==> src/rtl/anc_pkg.sv <==
// Shared definitions for the ANC datapath: default widths, FIR controller
// states and the saturation helper also used by the LMS stage.
package anc_pkg;

  localparam int ANC_DATA_W = 16;
  localparam int ANC_COEF_W = 16;
  localparam int ANC_TAPS   = 16;

  typedef enum logic [1:0] {
    IDLE,
    MAC,
    ROUND,
    OUTPUT
  } fir_state_e;

  // Clamp a signed value into the range of a w-bit two's complement number.
  function automatic logic signed [63:0] sat_to_width(input logic signed [63:0] v,
                                                      input int w);
    logic signed [63:0] hi;
    logic signed [63:0] lo;
    hi = (64'sd1 <<< (w - 1)) - 64'sd1;
    lo = -(64'sd1 <<< (w - 1));
    if (v > hi) begin
      return hi;
    end else if (v < lo) begin
      return lo;
    end else begin
      return v;
    end
  endfunction

endpackage

==> src/rtl/fir_sample_ring.sv <==
// Circular sample history: one write port at wr_ptr, one read port addressed
// as an offset backwards from the most recently written slot.
module fir_sample_ring #(
  parameter int DATA_W = 16,
  parameter int DEPTH  = 16
) (
  input  logic                     clk,
  input  logic                     rst_n,
  input  logic                     wr_en,
  input  logic [DATA_W-1:0]        wr_data,
  input  logic                     advance,
  input  logic [$clog2(DEPTH)-1:0] rd_offset,
  output logic [DATA_W-1:0]        rd_data
);

  localparam int PTR_W = $clog2(DEPTH);

  logic [DATA_W-1:0] mem_q [DEPTH];
  logic [DATA_W-1:0] mem_d [DEPTH];
  logic [PTR_W-1:0]  wr_ptr_q;
  logic [PTR_W-1:0]  wr_ptr_d;
  logic [PTR_W-1:0]  rd_idx;

  always_comb begin
    mem_d = mem_q;
    if (wr_en) begin
      mem_d[wr_ptr_q] = wr_data;
    end
    // DEPTH is a power of two, so pointer arithmetic wraps for free.
    wr_ptr_d = advance ? wr_ptr_q + PTR_W'(1) : wr_ptr_q;
    rd_idx   = wr_ptr_q - rd_offset;
    rd_data  = mem_q[rd_idx];
  end

  always_ff @(posedge clk or negedge rst_n) begin
    if (!rst_n) begin
      for (int i = 0; i < DEPTH; i++) begin
        mem_q[i] <= '0;
      end
      wr_ptr_q <= '0;
    end else begin
      mem_q    <= mem_d;
      wr_ptr_q <= wr_ptr_d;
    end
  end

endmodule

==> src/rtl/fir_serial_mac.sv <==
// Serial FIR stage: one shared multiplier, one tap per clock, rounded and
// saturated output. Both ports are valid/ready: a transfer happens on a rising
// edge where valid and ready are both high; valid holds with stable data until then.
module fir_serial_mac
  import anc_pkg::*;
#(
  parameter int DATA_W    = ANC_DATA_W,
  parameter int COEF_W    = ANC_COEF_W,
  parameter int TAPS      = ANC_TAPS,
  parameter int ACC_W     = DATA_W + COEF_W + $clog2(TAPS),
  parameter int OUT_SHIFT = 15
) (
  input  logic                    clk,
  input  logic                    rst_n,
  input  logic                    in_valid,
  output logic                    in_ready,
  input  logic [DATA_W-1:0]       in_sample,
  input  logic                    coef_we,
  input  logic [$clog2(TAPS)-1:0] coef_addr,
  input  logic [COEF_W-1:0]       coef_wdata,
  output logic                    out_valid,
  input  logic                    out_ready,
  output logic [DATA_W-1:0]       out_sample,
  output logic                    busy
);

  localparam int K_W    = $clog2(TAPS);
  localparam int PROD_W = DATA_W + COEF_W;
  localparam logic [K_W-1:0] K_LAST = K_W'(TAPS - 1);
  localparam logic signed [ACC_W-1:0] RND_BIAS = ACC_W'(1) << (OUT_SHIFT - 1);

  fir_state_e state_q, state_d;
  logic [K_W-1:0]           k_q, k_d;
  logic signed [ACC_W-1:0]  acc_q, acc_d;
  logic [DATA_W-1:0]        out_sample_q, out_sample_d;
  logic signed [COEF_W-1:0] coef_q [TAPS];
  logic signed [COEF_W-1:0] coef_d [TAPS];

  logic                     hist_we;
  logic                     hist_adv;
  logic signed [DATA_W-1:0] hist_rd;
  logic signed [PROD_W-1:0] prod;
  logic signed [ACC_W-1:0]  rnd;
  logic signed [63:0]       sat;

  fir_sample_ring #(
    .DATA_W (DATA_W),
    .DEPTH  (TAPS)
  ) u_ring (
    .clk       (clk),
    .rst_n     (rst_n),
    .wr_en     (hist_we),
    .wr_data   (in_sample),
    .advance   (hist_adv),
    .rd_offset (k_q),
    .rd_data   (hist_rd)
  );

  always_comb begin
    state_d      = state_q;
    k_d          = k_q;
    acc_d        = acc_q;
    out_sample_d = out_sample_q;
    coef_d       = coef_q;
    hist_we      = 1'b0;
    hist_adv     = 1'b0;
    prod         = hist_rd * coef_q[k_q];
    rnd          = (acc_q + RND_BIAS) >>> OUT_SHIFT;
    sat          = sat_to_width({{(64 - ACC_W){rnd[ACC_W-1]}}, rnd}, DATA_W);

    case (state_q)
      IDLE: begin
        // A coefficient written on the accept cycle is visible from MAC cycle 0.
        if (coef_we) begin
          coef_d[coef_addr] = coef_wdata;
        end
        if (in_valid) begin
          hist_we = 1'b1;
          k_d     = '0;
          acc_d   = '0;
          state_d = MAC;
        end
      end
      MAC: begin
        acc_d = acc_q + {{(ACC_W - PROD_W){prod[PROD_W-1]}}, prod};
        k_d   = k_q + K_W'(1);
        if (k_q == K_LAST) begin
          hist_adv = 1'b1;
          state_d  = ROUND;
        end
      end
      ROUND: begin
        out_sample_d = DATA_W'(sat);
        state_d      = OUTPUT;
      end
      OUTPUT: begin
        if (out_ready) begin
          state_d = IDLE;
        end
      end
      default: state_d = IDLE;
    endcase
  end

  always_ff @(posedge clk or negedge rst_n) begin
    if (!rst_n) begin
      state_q      <= IDLE;
      k_q          <= '0;
      acc_q        <= '0;
      out_sample_q <= '0;
      for (int i = 0; i < TAPS; i++) begin
        coef_q[i] <= '0;
      end
    end else begin
      state_q      <= state_d;
      k_q          <= k_d;
      acc_q        <= acc_d;
      out_sample_q <= out_sample_d;
      coef_q       <= coef_d;
    end
  end

  assign in_ready   = (state_q == IDLE);
  assign out_valid  = (state_q == OUTPUT);
  assign busy       = (state_q != IDLE);
  assign out_sample = out_sample_q;

endmodule
==> config.mk <==
export PLATFORM = sky130hd
export DESIGN_NAME = fir_serial_mac
export DESIGN_NICKNAME = d
export VERILOG_FILES = /design/src/rtl/anc_pkg.sv /design/src/rtl/fir_sample_ring.sv /design/src/rtl/fir_serial_mac.sv
export SDC_FILE = /design/constraint.sdc
export NUM_CORES = 2
export LEC_CHECK = 0
export BUFFER_PORTS_ARGS = -buffer_cell sky130_fd_sc_hd__buf_4
export CAP_MARGIN = 25
export CORE_MARGIN = 2
export CORE_UTILIZATION = 50
export DETAILED_ROUTE_END_ITERATION = 10
export PLACE_DENSITY_LB_ADDON = 0.12
export SYNTH_ARGS = -nofsm -noshare
export SYNTH_HDL_FRONTEND = slang
export SYNTH_HIERARCHICAL = 1
export SYNTH_SLANG_ARGS = --single-unit
==> constraint.sdc <==
create_clock -name clk -period 11.8 [get_ports clk]
set_input_delay 2.36 -clock clk [delete_from_list [all_inputs] [get_ports clk]]
set_output_delay 2.36 -clock clk [all_outputs]
set_load 0.05 [all_outputs]
# Word-level counts from Yosys, hierarchy flattened
# Index checks and enable logic that the tools add are counted.
# classes
multipliers	1
bitwise_logic	4
reduce_logical	8
magnitude_cmp	8
mux	26
addsub	5
eq_ne	7
# ops
cell	n
$bwmux W256	2
$bmux W16 S4	2
$demux W16 S4	2
$mux W16	8
$pmux W36 S2	1
$add A36 B16 Y36 const B	1
$add A36 B36 Y36	1
$mux W36	1
$mul A16 B16 Y32	1
$gt A21 B16 Y1 const B	1
$lt A21 B16 Y1 const B	1
$ge A5 B5 Y1 const B	4
$not A4 Y5	4
$lt A5 B1 Y1 const B	2
$add A4 B1 Y4 const B	2
$pmux W2 S4	1
$pmux W4 S2	1
$mux W2	3
$eq A2 B2 Y1 const B	2
$eq A4 B4 Y1 const B	1
$mux W1	4
$mux W4	1
$ne A2 B2 Y1 const B	2
$reduce_and A2 Y1	2
7 further kinds	9
# totals
wordCells	96
in_bits	41
out_inout_bits	19
regBits	574

# Depth between registers and ports, before layout
# depth
depth_word	8
depth_mapped	45
depth_no_buf	42

# Cells and area by module
# Netlist, hierarchy kept.
# modules_own_cells
mod	seq_area_each_um2	instances	area_each_um2	cells_each
fir_serial_mac	7857.5	1	25668.4	2279
fir_sample_ring	6506.2	1	12246.7	793

# Worst setup path after synthesis
# OpenSTA, ideal clock, no wires.
# synth_path
kind	register to register
from	reg u_ring.wr_ptr_q[0]
to	reg acc_q[35]
required_ns	11.672
path_buffers	4
period_less_slack_ns	9.461
path_stages_with_launch	44
setup_time_ns	0.128
path_slack_ns	2.339
arrival_time_ns	9.333
cell_sequence	dfrtp_1 -> inv_1 -> ha_1 -> inv_1 -> fa_1 -> buf_2 -> buf_2 -> buf_2 -> mux4_2 -> nand4_1 -> nand3_1 -> clkbuf_1 -> and2_1 -> fa_1 -> inv_1 -> fa_1 -> fa_1 -> fa_1 -> (+8 left out) -> nor2_1 -> o41ai_2 -> o41ai_1 -> o31ai_1 -> nand2b_1 -> a21oi_1 -> xnor2_1 -> ha_1 -> a21o_1 -> a21o_1 -> a21o_1 -> a21oi_1 -> o21ai_0 -> o21ba_2 -> o21ai_1 -> xnor2_1 -> a21oi_1 -> o22ai_1
# synth_via
elab_chain_len	8
# synth_rtl
element	line_no	text
from (decl)	fir_sample_ring.sv:20	logic [PTR_W-1:0] wr_ptr_q;
from (signal assigned)	fir_sample_ring.sv:43	wr_ptr_q <= wr_ptr_d;
$sub A4 B4 Y4	fir_sample_ring.sv:31	rd_idx = wr_ptr_q - rd_offset;
$not A4 Y5 (not written as such)	fir_sample_ring.sv:32	rd_data = mem_q[rd_idx];
$bmux W16 S4	fir_sample_ring.sv:32	
$mux W16 (not written as such) (2 in a row)	fir_sample_ring.sv:32	
via hist_rd[5]	fir_serial_mac.sv:41	logic signed [DATA_W-1:0] hist_rd;
$mul A16 B16 Y32	fir_serial_mac.sv:67	prod = hist_rd * coef_q[k_q];
$add A36 B36 Y36	fir_serial_mac.sv:85	acc_d = acc_q + {{(ACC_W - PROD_W){prod[PROD_W-1]}}, prod};
$pmux W36 S2	fir_serial_mac.sv:71	case (state_q)
to (signal assigned)	fir_serial_mac.sv:109	acc_q <= '0;
to (signal assigned)	fir_serial_mac.sv:117	acc_q <= acc_d;
to (decl)	fir_serial_mac.sv:34	logic signed [ACC_W-1:0] acc_q, acc_d;
# The timed path passes the listed nets, and every way through them passes these cells. The select of a mux whose other input is x is not followed.
# A chain may end at the register's enable or synchronous reset.

# Worst setup path after layout
# layout_path
from	reg u_ring.wr_ptr_q[0]
to	reg acc_q[32]
# The elaborated chain is that of the path after synthesis.

==> flow_metrics.tcl <==
set metrics [dict create \
    clock_skew_ns 0.02769 \
    crit_arrival_ns 11.59 \
    cp-start-kind "flop" \
    avgSynthCellArea_um2 12.34 \
    max_cap_violations 0 \
    grt_pass1_wl_um 146900 \
    period_minus_slack_ns 11.09 \
    num_io_pins 60 \
    place_hpwl_um 62730 \
    r2r-start "u_ring/wr_ptr_q[0]$_DFFE_PN0P_" \
    cp-end-kind "flop" \
    clock_path_buffers 3 \
    htreeDepth 3 \
    powerDensity_nw_per_um2 297.4 \
    p_leak_nw 20.28 \
    setup-tns-final_ns 0 \
    cts_setup_buffers 0 \
    die_h_um 279.4 \
    cts-resized-gates 0 \
    hold_path.class "flop to flop" \
    syn2layout_area_growth_pct 10.07 \
    power_mw 12.41 \
    dieArea_um2 78050 \
    drc_errors 0 \
    min_from "acc_q[3]$_DFFE_PN0P_" \
    synth-edff-count 0 \
    placedCellCount 3991 \
    grt-ovfl-total 0 \
    antenna_left 0 \
    max_freq_ghz 0.09015 \
    antenna_found_initial 2 \
    crit_path_frequent_cell "inv_1" \
    period_share 0.9400 \
    cts_tree "built" \
    clkSinkCount 574 \
    tightest_slew_ns 1.030 \
    drt-wirelength-per-cell_um 22.06 \
    vias_per_cell 5.769 \
    numCtsBuffers 67 \
    synth_top_area_share 0.3788 \
    crit_required_ns 12.30 \
    syn_nets 3507 \
    finalMaxSlewViolations 0 \
    cp-startpoint "u_ring/wr_ptr_q[0]$_DFFE_PN0P_" \
    max-slew-margin-rel 0.3133 \
    wl_um 90760 \
    finalWorstSetupSlack_ns 0.7075 \
    worstSetupPathType "flop to flop" \
    die_x_um 279.4 \
    worst_path_largest_cell_delay_ns 0.84 \
    syn_area_um2 37920 \
    clock_latency_ns 0.62 \
    syn_inst 3072 \
    dpl_worst_slack_ns 0.6533 \
    ir_drop_mv 0.1978 \
    first_iter_violations 1327 \
    rsz0062_at_grt "false" \
    dr.pass1.iters 5 \
    ys_seq_area_frac 0.3788 \
    grt_max_degree 185 \
    cts_root_buf "clkbuf_16" \
    synth_cell_types 72 \
    gp_congestion 0.8561 \
    row_count 100 \
    num_vias 23730 \
    grt_use_total 0.2400 \
    clk_pin_slew_ns 0.06 \
    crit_slowest_cell "fa_2" \
    yosys_warnings 6 \
    synthArstFlopShare 1.000 \
    synth.area.top_cells "dfrtp_1, mux2_2, fa_1, mux4_2, ha_1" \
    start_util 0.5076 \
    setup_viol 0 \
    crit_fanout 26 \
    synth_flop_cell "dfrtp_1" \
    holdBufCountCts 0 \
    outcome "finished clean" \
    nets 3528 \
    drive_above_1_share 0.2941 \
    grt_pass1_vias 25640 \
    core_area_um2 74700 \
    ys_ff_latch 574 \
    numPortBuffers 59 \
    synth_largest_area_cell "dfrtp_1" \
    finalHoldViolCount 0 \
    instances_no_fill 4114 \
]
through the flow:
stage | area (um2) | utilization | hold slack, ns
global route | 41730 | 0.5587 | 0.5076
floorplan | 37920 | - | 0.4551
CTS | 41670 | 0.5578 | 0.4944
finish | 41730 | 0.5587 | 0.4900
global placement | 39350 | 0.5268 | 0.4705
detailed placement | 39400 | 0.5275 | 0.4813
report_power, final:
group          total [mW]  internal, mW  switching (mW)  leakage, nW
Sequential           2.77          2.49           0.281         7.69
Clock                2.12          1.27           0.855         1.11
Combinational        7.52          3.21            4.31         11.5
layout make-up:
type	count	area, um2
fillers	6161	32960
multi-input cells	2007	21660
flip-flops and latches	574	14370
clock buffers	93	1896
well taps	969	1212
inverters	322	1209
repair buffers	121	1013
clock inverters	25	369.1
diodes	3	7.507
cells in the mapped netlist (7+ instances only):
cell      instances
and3_1            7
a22o_1           21
nand2b_1         20
nand4_1          41
nand2_1         223
buf_4             8
nand3_1          36
dfrtp_1         574
mux4_2          124
a21oi_1          70
nor2_1           71
xnor2_1          64
a31oi_1           8
o21ai_0          72
o21a_1            8
or2_2             9
clkbuf_1        110
nor3_1            9
buf_2            39
xor2_1           21
mux4_1           19
fa_1            264
a211oi_1         13
o21bai_1          8
inv_1           321
and2_1          140
nand3_2           8
ha_1            130
mux2_2          513
a21o_1           23
cells in the final DEF, fill, tap and decap left out, types with 68 or more instances in the layout:
cell / n
buf_4: 114
dfrtp_1: 572
o21ai_0: 72
clkbuf_16: 68
inv_1: 321
and2_1: 140
a21oi_1: 70
fa_1: 263
mux4_2: 124
ha_1: 129
nand2_1: 223
mux2_2: 513
kinds of logic after synthesis:
kind of cell             after synthesis  share of synthesized area
multiplexers                         656                     0.2392
flip-flops                           574                     0.3788
adder cells (fa/ha/maj)              394                     0.1823
XOR/XNOR                              85                    0.01964
AO/OA/AOI/OAI                        273                    0.04686
buffers and inverters                491                    0.05231
AND/OR/NAND/NOR                      599                    0.08088
worst max-delay path: cells and delay by family, from the launching register on:
family | cells | cell delay, ns
simple gates | 7 | 1.71
compound gates | 12 | 2.56
flops | 1 | 0.44
xor+xnor | 2 | 0.26
fa+ha+maj | 10 | 4.62
buf+inv | 8 | 0.97
mux | 1 | 0.36
layer usage:
layer,part of all wire,global-route usage,vias to the layer above
li1,-,-,10600
met1,0.45,0.3304,12500
met2,0.49,0.4046,500
met3,0.040,0.03111,133
met4,0.021,0.06335,0
met5,0,0,-
flip-flops by register name, indices dropped and copies added, names as in the netlist:
name and count:
out_sample 16, acc_q 36, k_q 4, state_q 2, coef_q 256, u_ring/mem_q 256
u_ring/wr_ptr_q 4
final timing paths:
kind / to / slack [ns] / depth (start not counted)
hold reg to reg: acc_q[3]$_DFFE_PN0P_ / 0.49 / 2
min in group asynchronous: out_sample[12]$_DFFE_PN0P_ / 1.74 / 1
hold / removal: acc_q[3]$_DFFE_PN0P_ / 0.49 / 2
max in group asynchronous: u_ring/mem_q[56]$_DFFE_PN0P_ / 8.42 / 2
setup / recovery: acc_q[32]$_DFFE_PN0P_ / 0.71 / 40
setup reg to reg: acc_q[32]$_DFFE_PN0P_ / 0.71 / 40
Power figures use the tool's default switching activity.
